## config.mk

```make
export PLATFORM = sky130hd
export DESIGN_NAME = uart_rx_fifo
export DESIGN_NICKNAME = d
export VERILOG_FILES = /design/src/rtl/uart_rx_fifo.sv
export SDC_FILE = /design/constraint.sdc
export NUM_CORES = 1
export LEC_CHECK = 0
export CAP_MARGIN = 10
export CORE_ASPECT_RATIO = 1.75
export CORE_MARGIN = 3
export CORE_UTILIZATION = 45
export DETAILED_ROUTE_END_ITERATION = 10
export PLACE_DENSITY_LB_ADDON = 0.08
export SLEW_MARGIN = 15
export SYNTH_ARGS = -nofsm -noshare
export SYNTH_HDL_FRONTEND = slang
export SYNTH_SLANG_ARGS = --single-unit
```

## constraint.sdc

```tcl
create_clock -name clk -period 5.4 [get_ports clk]
set_clock_uncertainty 0.15 [all_clocks]
set_input_delay 1.08 -clock clk [delete_from_list [all_inputs] [get_ports clk]]
set_output_delay 1.08 -clock clk [all_outputs]
set_load 0.02 [all_outputs]
```

## src/rtl/uart_rx_fifo.sv

```systemverilog
// rtl/uart_rx_fifo.sv - 8N1 UART receiver with mid-bit sampling feeding a first-word-fall-through byte FIFO
module uart_rx_fifo #(
  parameter int CLOCK_FREQ = 50_000_000,
  parameter int BAUD_RATE  = 115_200,
  parameter int FIFO_DEPTH = 8
) (
  input  logic                          clk,
  input  logic                          rst,
  input  logic                          serial_in,
  output logic [7:0]                    data_out,
  output logic                          data_out_valid,
  input  logic                          data_out_ready,
  output logic [$clog2(FIFO_DEPTH):0]   fifo_count,
  output logic                          frame_err,
  output logic                          overflow
);

  localparam int CPB    = CLOCK_FREQ / BAUD_RATE;
  localparam int CNT_W  = $clog2(CPB);
  localparam int PTR_W  = $clog2(FIFO_DEPTH);
  localparam int FCNT_W = PTR_W + 1;

  localparam logic [CNT_W-1:0]  CNT_HALF = CNT_W'(CPB / 2 - 1);
  localparam logic [CNT_W-1:0]  CNT_LAST = CNT_W'(CPB - 1);
  localparam logic [FCNT_W-1:0] DEPTH_C  = FCNT_W'(FIFO_DEPTH);

  typedef enum logic [2:0] {
    S_IDLE,
    S_START,
    S_DATA,
    S_STOP,
    S_BREAK
  } state_t;

  // Receiver state
  logic             sync1_q, sync2_q;
  state_t           state_q, state_d;
  logic [CNT_W-1:0] cnt_q, cnt_d;
  logic [2:0]       idx_q, idx_d;
  logic [7:0]       shift_q, shift_d;
  logic             push;
  logic             ferr;

  // FIFO state
  logic [7:0]        mem_q [FIFO_DEPTH];
  logic [PTR_W-1:0]  wr_ptr_q, rd_ptr_q;
  logic [FCNT_W-1:0] count_q, count_d;
  logic              frame_err_q, overflow_q;
  logic              empty, full, pop, wr_en, drop;

  logic rx;
  assign rx = sync2_q;

  // Two-flop synchronizer for the asynchronous line; resets to idle-high
  always_ff @(posedge clk) begin
    if (rst) begin
      sync1_q <= 1'b1;
      sync2_q <= 1'b1;
    end else begin
      sync1_q <= serial_in;
      sync2_q <= sync1_q;
    end
  end

  // Receiver FSM state registers; reset discards any partial frame
  always_ff @(posedge clk) begin
    if (rst) begin
      state_q <= S_IDLE;
      cnt_q   <= '0;
      idx_q   <= '0;
      shift_q <= '0;
    end else begin
      state_q <= state_d;
      cnt_q   <= cnt_d;
      idx_q   <= idx_d;
      shift_q <= shift_d;
    end
  end

  // Receiver next-state: half-bit start check, then one sample per bit period
  always_comb begin
    state_d = state_q;
    cnt_d   = cnt_q;
    idx_d   = idx_q;
    shift_d = shift_q;
    push    = 1'b0;
    ferr    = 1'b0;
    case (state_q)
      S_IDLE: begin
        cnt_d = '0;
        if (!rx) state_d = S_START;
      end
      S_START: begin
        if (cnt_q == CNT_HALF) begin
          cnt_d   = '0;
          idx_d   = '0;
          state_d = rx ? S_IDLE : S_DATA;
        end else begin
          cnt_d = cnt_q + 1'b1;
        end
      end
      S_DATA: begin
        if (cnt_q == CNT_LAST) begin
          cnt_d          = '0;
          shift_d[idx_q] = rx;
          idx_d          = idx_q + 3'd1;
          if (idx_q == 3'd7) state_d = S_STOP;
        end else begin
          cnt_d = cnt_q + 1'b1;
        end
      end
      S_STOP: begin
        if (cnt_q == CNT_LAST) begin
          cnt_d = '0;
          if (rx) begin
            push    = 1'b1;
            state_d = S_IDLE;
          end else begin
            ferr    = 1'b1;
            state_d = S_BREAK;
          end
        end else begin
          cnt_d = cnt_q + 1'b1;
        end
      end
      S_BREAK: begin
        // Held-low line yields a single frame error; wait for release
        if (rx) state_d = S_IDLE;
      end
      default: state_d = S_IDLE;
    endcase
  end

  assign empty = (count_q == '0);
  assign full  = (count_q == DEPTH_C);
  assign pop   = !empty && data_out_ready;
  // A simultaneous pop frees the slot, so a push while full is still accepted
  assign wr_en = push && (!full || pop);
  assign drop  = push && full && !pop;

  // FIFO next count from accepted push/pop combination
  always_comb begin
    count_d = count_q;
    case ({wr_en, pop})
      2'b10:   count_d = count_q + 1'b1;
      2'b01:   count_d = count_q - 1'b1;
      default: count_d = count_q;
    endcase
  end

  // FIFO storage write; contents need no reset since reads are gated by count
  always_ff @(posedge clk) begin
    if (wr_en) mem_q[wr_ptr_q] <= shift_q;
  end

  // FIFO pointers, count and registered event pulses
  always_ff @(posedge clk) begin
    if (rst) begin
      wr_ptr_q    <= '0;
      rd_ptr_q    <= '0;
      count_q     <= '0;
      frame_err_q <= 1'b0;
      overflow_q  <= 1'b0;
    end else begin
      if (wr_en) wr_ptr_q <= wr_ptr_q + 1'b1;
      if (pop)   rd_ptr_q <= rd_ptr_q + 1'b1;
      count_q     <= count_d;
      frame_err_q <= ferr;
      overflow_q  <= drop;
    end
  end

  assign data_out       = empty ? 8'h00 : mem_q[rd_ptr_q];
  assign data_out_valid = !empty;
  assign fifo_count     = count_q;
  assign frame_err      = frame_err_q;
  assign overflow       = overflow_q;

endmodule

```

# Yosys cells after proc, flatten, opt, wreduce, memory -nomap -nowiden
# Memories as Yosys holds them, arrays and structs flattened. A register that Yosys moved wholly into a read port is not among the register bits.
# Index checks and enable logic that the tools add are counted.
[word_totals]
regBits = 37
ramBits = 64
out_inout_bits = 15
n_memories = 1
[op_classes]
add_sub_neg = 6
magnitude_cmp = 2
eq_ne = 16
muxes = 28
bitwise = 2
reduce_logical = 19
[memory_table]
columns = ["name", "depth", "word_bits", "rd", "rd_clocked_by_memory_dff", "wr", "line_no", "text"]
rows = [
  ["mem_q", 8, 8, 1, 1, 1, "45", "logic [7:0] mem_q [FIFO_DEPTH];"],
]
[ops]
columns = ["op", "n"]
rows = [
  ["$mux 3", 11],
  ["$pmux 9 s3", 1],
  ["$mux 9", 2],
  ["$pmux 3 s5", 1],
  ["$ne 2x2->1 const B", 6],
  ["$add 3x1->3 const B", 3],
  ["$add 9x1->9 const B", 1],
  ["$eq 9x8->1 const B", 1],
  ["$eq 9x9->1 const B", 1],
  ["$bwmux 8", 1],
  ["$mux 8", 1],
  ["$pmux 4 s2", 1],
  ["$mux 1", 7],
  ["$eq 3x2->1 const B", 2],
  ["$eq 3x3->1 const B", 2],
  ["$pmux 3 s2", 1],
  ["$reduce_and 6->1", 1],
  ["$logic_and 1x1->1", 5],
  ["$add 4x1->4 const B", 1],
  ["$eq 4x4->1 const B", 1],
  ["$logic_not 4->1", 1],
  ["$lt 3x4->1 const B", 1],
  ["$reduce_bool 2->1", 2],
  ["$sub 4x1->4 const B", 1],
  ["15 further kinds", 18],
]

# Depth between registers and ports, before layout
# Gate-level depths: netlist of the first run.
[depth]
word_depth = 7
mapped_depth = 13

# Least setup slack after synthesis of the first run
# No wires, ideal clock.
[synth_timing]
path_type = "reg-to-output"
start = "reg (tool-made name)"
end = "out data_out[5]"
t_arrival_ns = 1.577
path_slack_ns = 2.593
stages_incl_launch_ff = 6
n_path_buf = 2
path_cell_list = "dfxtp_1 > buf_2 > buf_2 > mux4_2 > mux2i_1 > nor2_1"
[synth_rtl]
columns = ["element", "line_no", "text"]
rows = [
  ["end: declaration", "10", "output logic [7:0] data_out,"],
]

==> results of run 1 <==
-- placed cells by master, fill, tap and decap left out, types with 7 or more instances in the layout --
cell type	n
sky130_fd_sc_hd__o21ai_0	7
sky130_fd_sc_hd__clkdlybuf4s50_1	18
sky130_fd_sc_hd__nor3_1	7
sky130_fd_sc_hd__nand2_1	21
sky130_fd_sc_hd__ha_1	8
sky130_fd_sc_hd__mux4_2	16
sky130_fd_sc_hd__nor2b_1	10
sky130_fd_sc_hd__nor2_1	31
sky130_fd_sc_hd__nand3_1	11
sky130_fd_sc_hd__mux2i_1	20
sky130_fd_sc_hd__o22ai_1	7
sky130_fd_sc_hd__a21oi_1	15
sky130_fd_sc_hd__dfxtp_1	39
sky130_fd_sc_hd__clkbuf_16	9
sky130_fd_sc_hd__nand2b_1	15
sky130_fd_sc_hd__edfxtp_1	64
-- metrics by stage --
step	cell area, µm²	setup WS, ns	util (%)	cells
finish	5180	1.78	52.2	494
CTS	5180	1.29	52.2	494
global placement	4840	1.47	48.9	478
floorplan	4590	2.59	-	354
global route	5180	1.58	52.2	494
detailed placement	4850	1.67	48.9	478
-- state kept, by name, summed over array words and instances (netlist names), 3 cells and up, named ones only --
| register | count |
|---|---|
| mem_q | 64 |
| fifo_count | 4 |
| rd_ptr_q | 3 |
| idx_q | 3 |
| shift_q | 8 |
| state_q | 3 |
| wr_ptr_q | 3 |
| cnt_q | 9 |
-- final timing paths --
kind | from | depth (start not counted) | endpoint
min | sync1_q$_SDFF_PP1_ | 1 | rx$_SDFF_PP1_
max reg2reg | cnt_q[2]$_SDFFE_PP0P_ | 4 | mem_q[6][6]$_DFFE_PP_
max | flip-flop | 4 | data_out[6]
min reg2reg | sync1_q$_SDFF_PP1_ | 1 | rx$_SDFF_PP1_
-- metal layers --
layer | vias up | track usage (%) | share of wire (%)
li1 | 1348 | - | -
met1 | 1335 | 18.7 | 40
met2 | 38 | 28.5 | 56
met3 | 12 | 3.50 | 2.7
met4 | 0 | 6.30 | 1.9
met5 | - | 0 | 0
-- worst max-delay path: cells and delay by family (launching register included) --
kind / cells / cell delay, ns
buf+inv: 1 / 0.56
flops: 1 / 0.71
mux: 2 / 0.71
simple gates: 1 / 0.06
-- area by class of cell --
class / instances / area, µm²
timing repair buffer: 20 / 195
sequential: 104 / 2720
multi-input combinational: 224 / 1750
inverter: 5 / 18.8
clock inverter: 6 / 91.3
clock buffer: 10 / 239
tap: 125 / 156
fill: 860 / 4730
-- kinds of logic after synthesis --
logic type	count (synthesis)	synth area share [%]
compound gates	45	6.41
xor+xnor	4	0.763
fa+ha+maj	8	2.18
buf+inv	26	2.59
flops	104	59.3
mux	41	13.6
simple gates	126	15.1
-- power breakdown --
part           total (mW)  internal [mW]  switching (mW)
combinational      0.0501         0.0194          0.0307
clock               0.696          0.421           0.275
sequential          0.846          0.838         0.00830
==> run metrics, run 1 <==
share of layout cells above drive strength 1 13.3%; highest ir drop seen on vdd ~170 µV; slowest stage cell on the critical path sky130_fd_sc_hd__dfxtp_2; post-layout min period 3.62 ns; number of clock buffers inserted by TritonCTS 9; number of violations reported at the end of detailed-routing iteration 0 ~170; Synth top cells by count sky130_fd_sc_hd__edfxtp_1, sky130_fd_sc_hd__dfxtp_1, sky130_fd_sc_hd__nor2_1, sky130_fd_sc_hd__nand2_1, sky130_fd_sc_hd__mux2i_1; Maximum Capacitance Violations 0; status complete, no violations; share of async-settable or async-resettable flops after synthesis 0%; routed vias/inst 5.53; antenna diode count 0; number of enable flip-flop cells after synthesis 64; Yosys warning count 0; register-to-register setup slack around 2.4 ns; summed negative setup slack over all endpoints 0 ns; global route overflow 0; cell taking the most area after synthesis sky130_fd_sc_hd__edfxtp_1; Global Route Usage Sum 16.3%; most common cell in the synthesized netlist sky130_fd_sc_hd__edfxtp_1; dpl hpwl 5800 µm; proportion of synthesized chip area in sequential cells 59.3%; clock tree root driver cell sky130_fd_sc_hd__clkbuf_16; iteration count of the initial detailed-routing pass 4; arrival time at the worst endpoint 2.39 ns; final critical-path share of the clock period about two thirds; Fin. Hold Viols 0; clock latency on the worst-skew pair 0.34 ns; cell area power density 307 nW/µm²; nature of the critical path startpoint flip-flop; Least-Margin Pin Slew slightly above 1 ns; via count of the first global-routing pass around 2.7k; final count of pins violating max slew 0; number of I/O port buffers 18; Die Outline Area between 10000 and 15000 µm²; setup-violating endpoint count in the final report 0; number of distinct library cells after synthesis between 50 and 60; largest cells by area after synthesis sky130_fd_sc_hd__edfxtp_1, sky130_fd_sc_hd__dfxtp_1, sky130_fd_sc_hd__mux4_2; routed via count 2733; width of the die about 82 µm; syn nets 366; flip-flop and latch count after synthesis approximately 100; maximum level of the CTS H-tree 3; number of antenna violations at the first check in global routing 0; Relative slew margins 31.8%; number of rows created at floorplan between 40 and 50; Mapped Cells 354; sum of routed wire length over all layers 8270 µm; Static Leak around 1.8 nW; number of hold buffers added after cts 0; delay of the slowest critical-path stage between 0.7 and 0.8 ns; worst-path cell chain mux4_2, mux2i_1, nor2_1, clkdlybuf4s50_1; worst hold margin 0.261 ns; setup repair after global routing missed its margin false; Final Total Pwr ~1.6 mW; post-CTS resize count 0; buffers from clock root to sink, at most 2; Detail Route Antenna Nets 0; largest net degree at the start of global routing 33; top_reg_cell synth sky130_fd_sc_hd__edfxtp_1; fraction of post-synthesis cell area in the top cell type by area 41.9%; clk sinks 104; core footprint 9910 µm²; DIE HEIGHT 140 µm; category of the critical setup timing path flip-flop to primary output; # Post-CTS Setup Buffers 0; Hold WC Path Type flip-flop to flip-flop; starting density of the core 46.3%; Mean Syn Cell Area 13.0 µm²; worst path required time between 4 and 5 ns; Synth Cell Area 4590 µm²; clock tree from TritonCTS built; largest fanout of any net on the critical path 16; residual DRC count 0; Final #Nets 376; Final GP Congestion between 0.7 and 0.8; global-route wire length before repair 13800 µm; clock-pin slew on the worst setup and hold paths 0.07 ns; signed area change from the synthesized netlist to the final layout 12.8%; Critical Path End Type primary output; io pins 19; highest clock rate 276 MHz; wire per inst 16.7 µm
(Power assumes the default switching activity.)
==> run 2: changes to the inputs <==
Clock period 5.4 ns to 3.35 ns, I/O delays scaled along.
==> run 2 against run 1 <==
Effect of this change:
- first-iteration DRC count shrank 21%
- flip-flop and latch count unchanged
- utilization grew 0.73 points
- hold slack better by 0.0017 ns
- non-clock buffer count is 12 higher
- sequential power is 61% higher
- design area rose by 1.4%
- via count grew 1.9%
- wire length is 4.1% higher
- critical path type unchanged
==> run metrics, run 2 (synthesis gave the netlist of run 1 again) <==
Hold WC Path Type flip-flop to flip-flop; final standard cell count with taps included and fillers excluded 506 (+2.4%); Die Outline Area 11500 µm² (unchanged); worst slack at placement 0.467 ns (-1.20 ns); global route overflow 0 (unchanged); final critical-path share of the clock period a little over nine tenths; clock tree from TritonCTS built; residual DRC count 0 (unchanged); core footprint 9910 µm² (unchanged); status complete, no violations; number of cells on the worst reg-to-reg path 10 (+6); R2R Path End fifo_count[2]$_SDFFE_PP0P_; Critical Path End Type primary output; arrival time at the worst endpoint 2.33 ns (-0.06 ns); via count of the first global-routing pass 2813 (+4.0%); routed vias/inst 5.50 (-0.55%); Final Total Pwr 2.56 mW (+61%); internal power 2.04 mW (+59%); filler cell count in the final layout 857 (-0.35%); wire per inst 17.0 µm (+1.6%); area occupied by registers 2720 µm² (about the same); summed negative setup slack over all endpoints 0 ns (unchanged); category of the critical setup timing path flip-flop to primary output; clock share of power 43.4% (-0.3 points); largest fanout of any net on the critical path 9 (-7); # Post-CTS Setup Buffers 0 (unchanged); worst path required time 2.53 ns (-1.64 ns); final count of pins violating max slew 0 (unchanged); Final GP Congestion 0.798 (+3.3%); worst-case setup margin in the final layout 0.202 ns (-1.57 ns); Maximum Capacitance Violations 0 (unchanged); clock tree root driver cell sky130_fd_sc_hd__clkbuf_16; sum of routed wire length over all layers 8610 µm (+4.1%); highest clock rate about 320 MHz; clock-pin slew on the worst setup and hold paths 0.07 ns (about the same); highest-count cells in the layout ignoring fill and taps sky130_fd_sc_hd__edfxtp_1, sky130_fd_sc_hd__dfxtp_1, sky130_fd_sc_hd__nor2_1; number of I/O port buffers 18 (unchanged); Largest register FFs 64 (unchanged); share of layout cells above drive strength 1 15.5% (+2.2 points); number of rows created at floorplan 48 (unchanged); Placed Instances 490 (+2.5%); maximum level of the CTS H-tree 3 (unchanged); Least-Margin Pin Slew 0.742 ns (-0.278 ns); antenna diode count 0 (unchanged); capture endpoint of the worst hold path rx$_SDFF_PP1_; buffers from clock root to sink, at most 2 (unchanged); Global Route Usage Sum 16.5% (+0.28 points); nature of the critical path startpoint flip-flop; io pins 19 (unchanged); Static Leak 1.86 nW (+5.1%); Seq pwr share 53.4% (+0.3 points); Relative slew margins 50.5% (+19 points); largest register by flop count mem_q; number of clock buffers inserted by TritonCTS 9 (unchanged); setup repair after global routing missed its margin false; switching portion of total power 20.2% (+0.51 points); commonest non-fill, non-tap cell in the layout sky130_fd_sc_hd__edfxtp_1; routed via count 2784 (+1.9%); highest ir drop seen on vdd 272 µV (+61%); post-CTS resize count 0 (unchanged); setup-violating endpoint count in the final report 0 (unchanged); dpl hpwl 5870 µm (+1.2%); register-to-register setup slack 0.78 ns (-1.60 ns); number of violations reported at the end of detailed-routing iteration 0 131 (-21%); Hold Path Depth 1 (unchanged); r2r startpoint cnt_q[0]$_SDFFE_PP0P_; iteration count of the initial detailed-routing pass 4 (unchanged); Top Registers mem_q (64), cnt_q (9), shift_q (8); Fin. Hold Viols 0 (unchanged); Final #Nets 388 (+3.2%); global-route wire length before repair 14200 µm (+2.7%); net switching power of the design 0.517 mW (+65%); clock latency on the worst-skew pair 0.34 ns (about the same); Detail Route Antenna Nets 0 (unchanged); worst hold margin 0.263 ns (+0.00170 ns); Comb power frac 3.2% (about the same); DIE HEIGHT 140 µm (unchanged); beginning of the worst hold path sync1_q$_SDFF_PP1_; post-layout min period 3.15 ns; number of antenna violations at the first check in global routing 0 (unchanged); cell area power density 487 nW/µm² (+58%); largest net degree at the start of global routing 26 (-21%); signed area change from the synthesized netlist to the final layout 14.4%; width of the die 82.3 µm (unchanged); clk sinks 104 (unchanged); number of hold buffers added after cts 0 (unchanged); area taken by multi-input logic gates 1750 µm² (-0.29%); starting density of the core 46.3% (unchanged)
run 2: cell type report:
type | count | area share, %
Clock buffer | 9 | 4.29
Inverter | 5 | 0.357
Tap cell | 125 | 2.98
Clock inverter | 7 | 1.79
Timing Repair Buffer | 32 | 5.43
Multi-Input combinational cell | 224 | 33.3
Sequential cell | 104 | 51.9
run 2: routing by layer:
| layer | up-vias | track usage, % | share of wire (%) |
|---|---|---|---|
| li1 | 1367 | - | - |
| met1 | 1356 | 19.2 | 41 |
| met2 | 44 | 28.5 | 55 |
| met3 | 17 | 3.17 | 2.1 |
| met4 | 0 | 7.62 | 2.1 |
| met5 | - | 0 | 0 |
run 2: power groups by stage:
stage                     sequential [mW]  combinational, mW  clock, mW
final                                1.36             0.0828       1.11
after global routing                 1.36             0.0970       1.19
after CTS                            1.36             0.0848       1.15
after detailed placement             1.39             0.0850          0
after global placement               1.39             0.0841          0
after floorplan                      1.39             0.0691          0
run 2: worst max-delay path by stage:
stage / end / start / cells after the start
finish: data_out[4] / fifo_count[0]$_SDFFE_PP0P_ / 4
global route: data_out[1] / fifo_count[0]$_SDFFE_PP0P_ / 4
detailed placement: fifo_count[2]$_SDFFE_PP0P_ / data_out_ready / 9
CTS: data_out[4] / fifo_count[0]$_SDFFE_PP0P_ / 4
floorplan: mem_q[0][0]$_DFFE_PP_ / cnt_q[0]$_SDFFE_PP0P_ / 6
global placement: fifo_count[2]$_SDFFE_PP0P_ / data_out_ready / 9
run 2: stage by stage:
stage | instance area [µm²] | utilization (%)
global placement | 4930 | 49.8
floorplan | 4590 | -
CTS | 5250 | 53.0
detailed placement | 4930 | 49.8
global route | 5250 | 53.0
finish | 5250 | 53.0
run 2: critical path, cell delays in order (launching register included):
cell	delay (ns)
sky130_fd_sc_hd__dfxtp_1	0.38
sky130_fd_sc_hd__or3_1	0.45
sky130_fd_sc_hd__nor2_2	0.47
sky130_fd_sc_hd__nor2_1	0.12
sky130_fd_sc_hd__clkdlybuf4s50_1	0.56
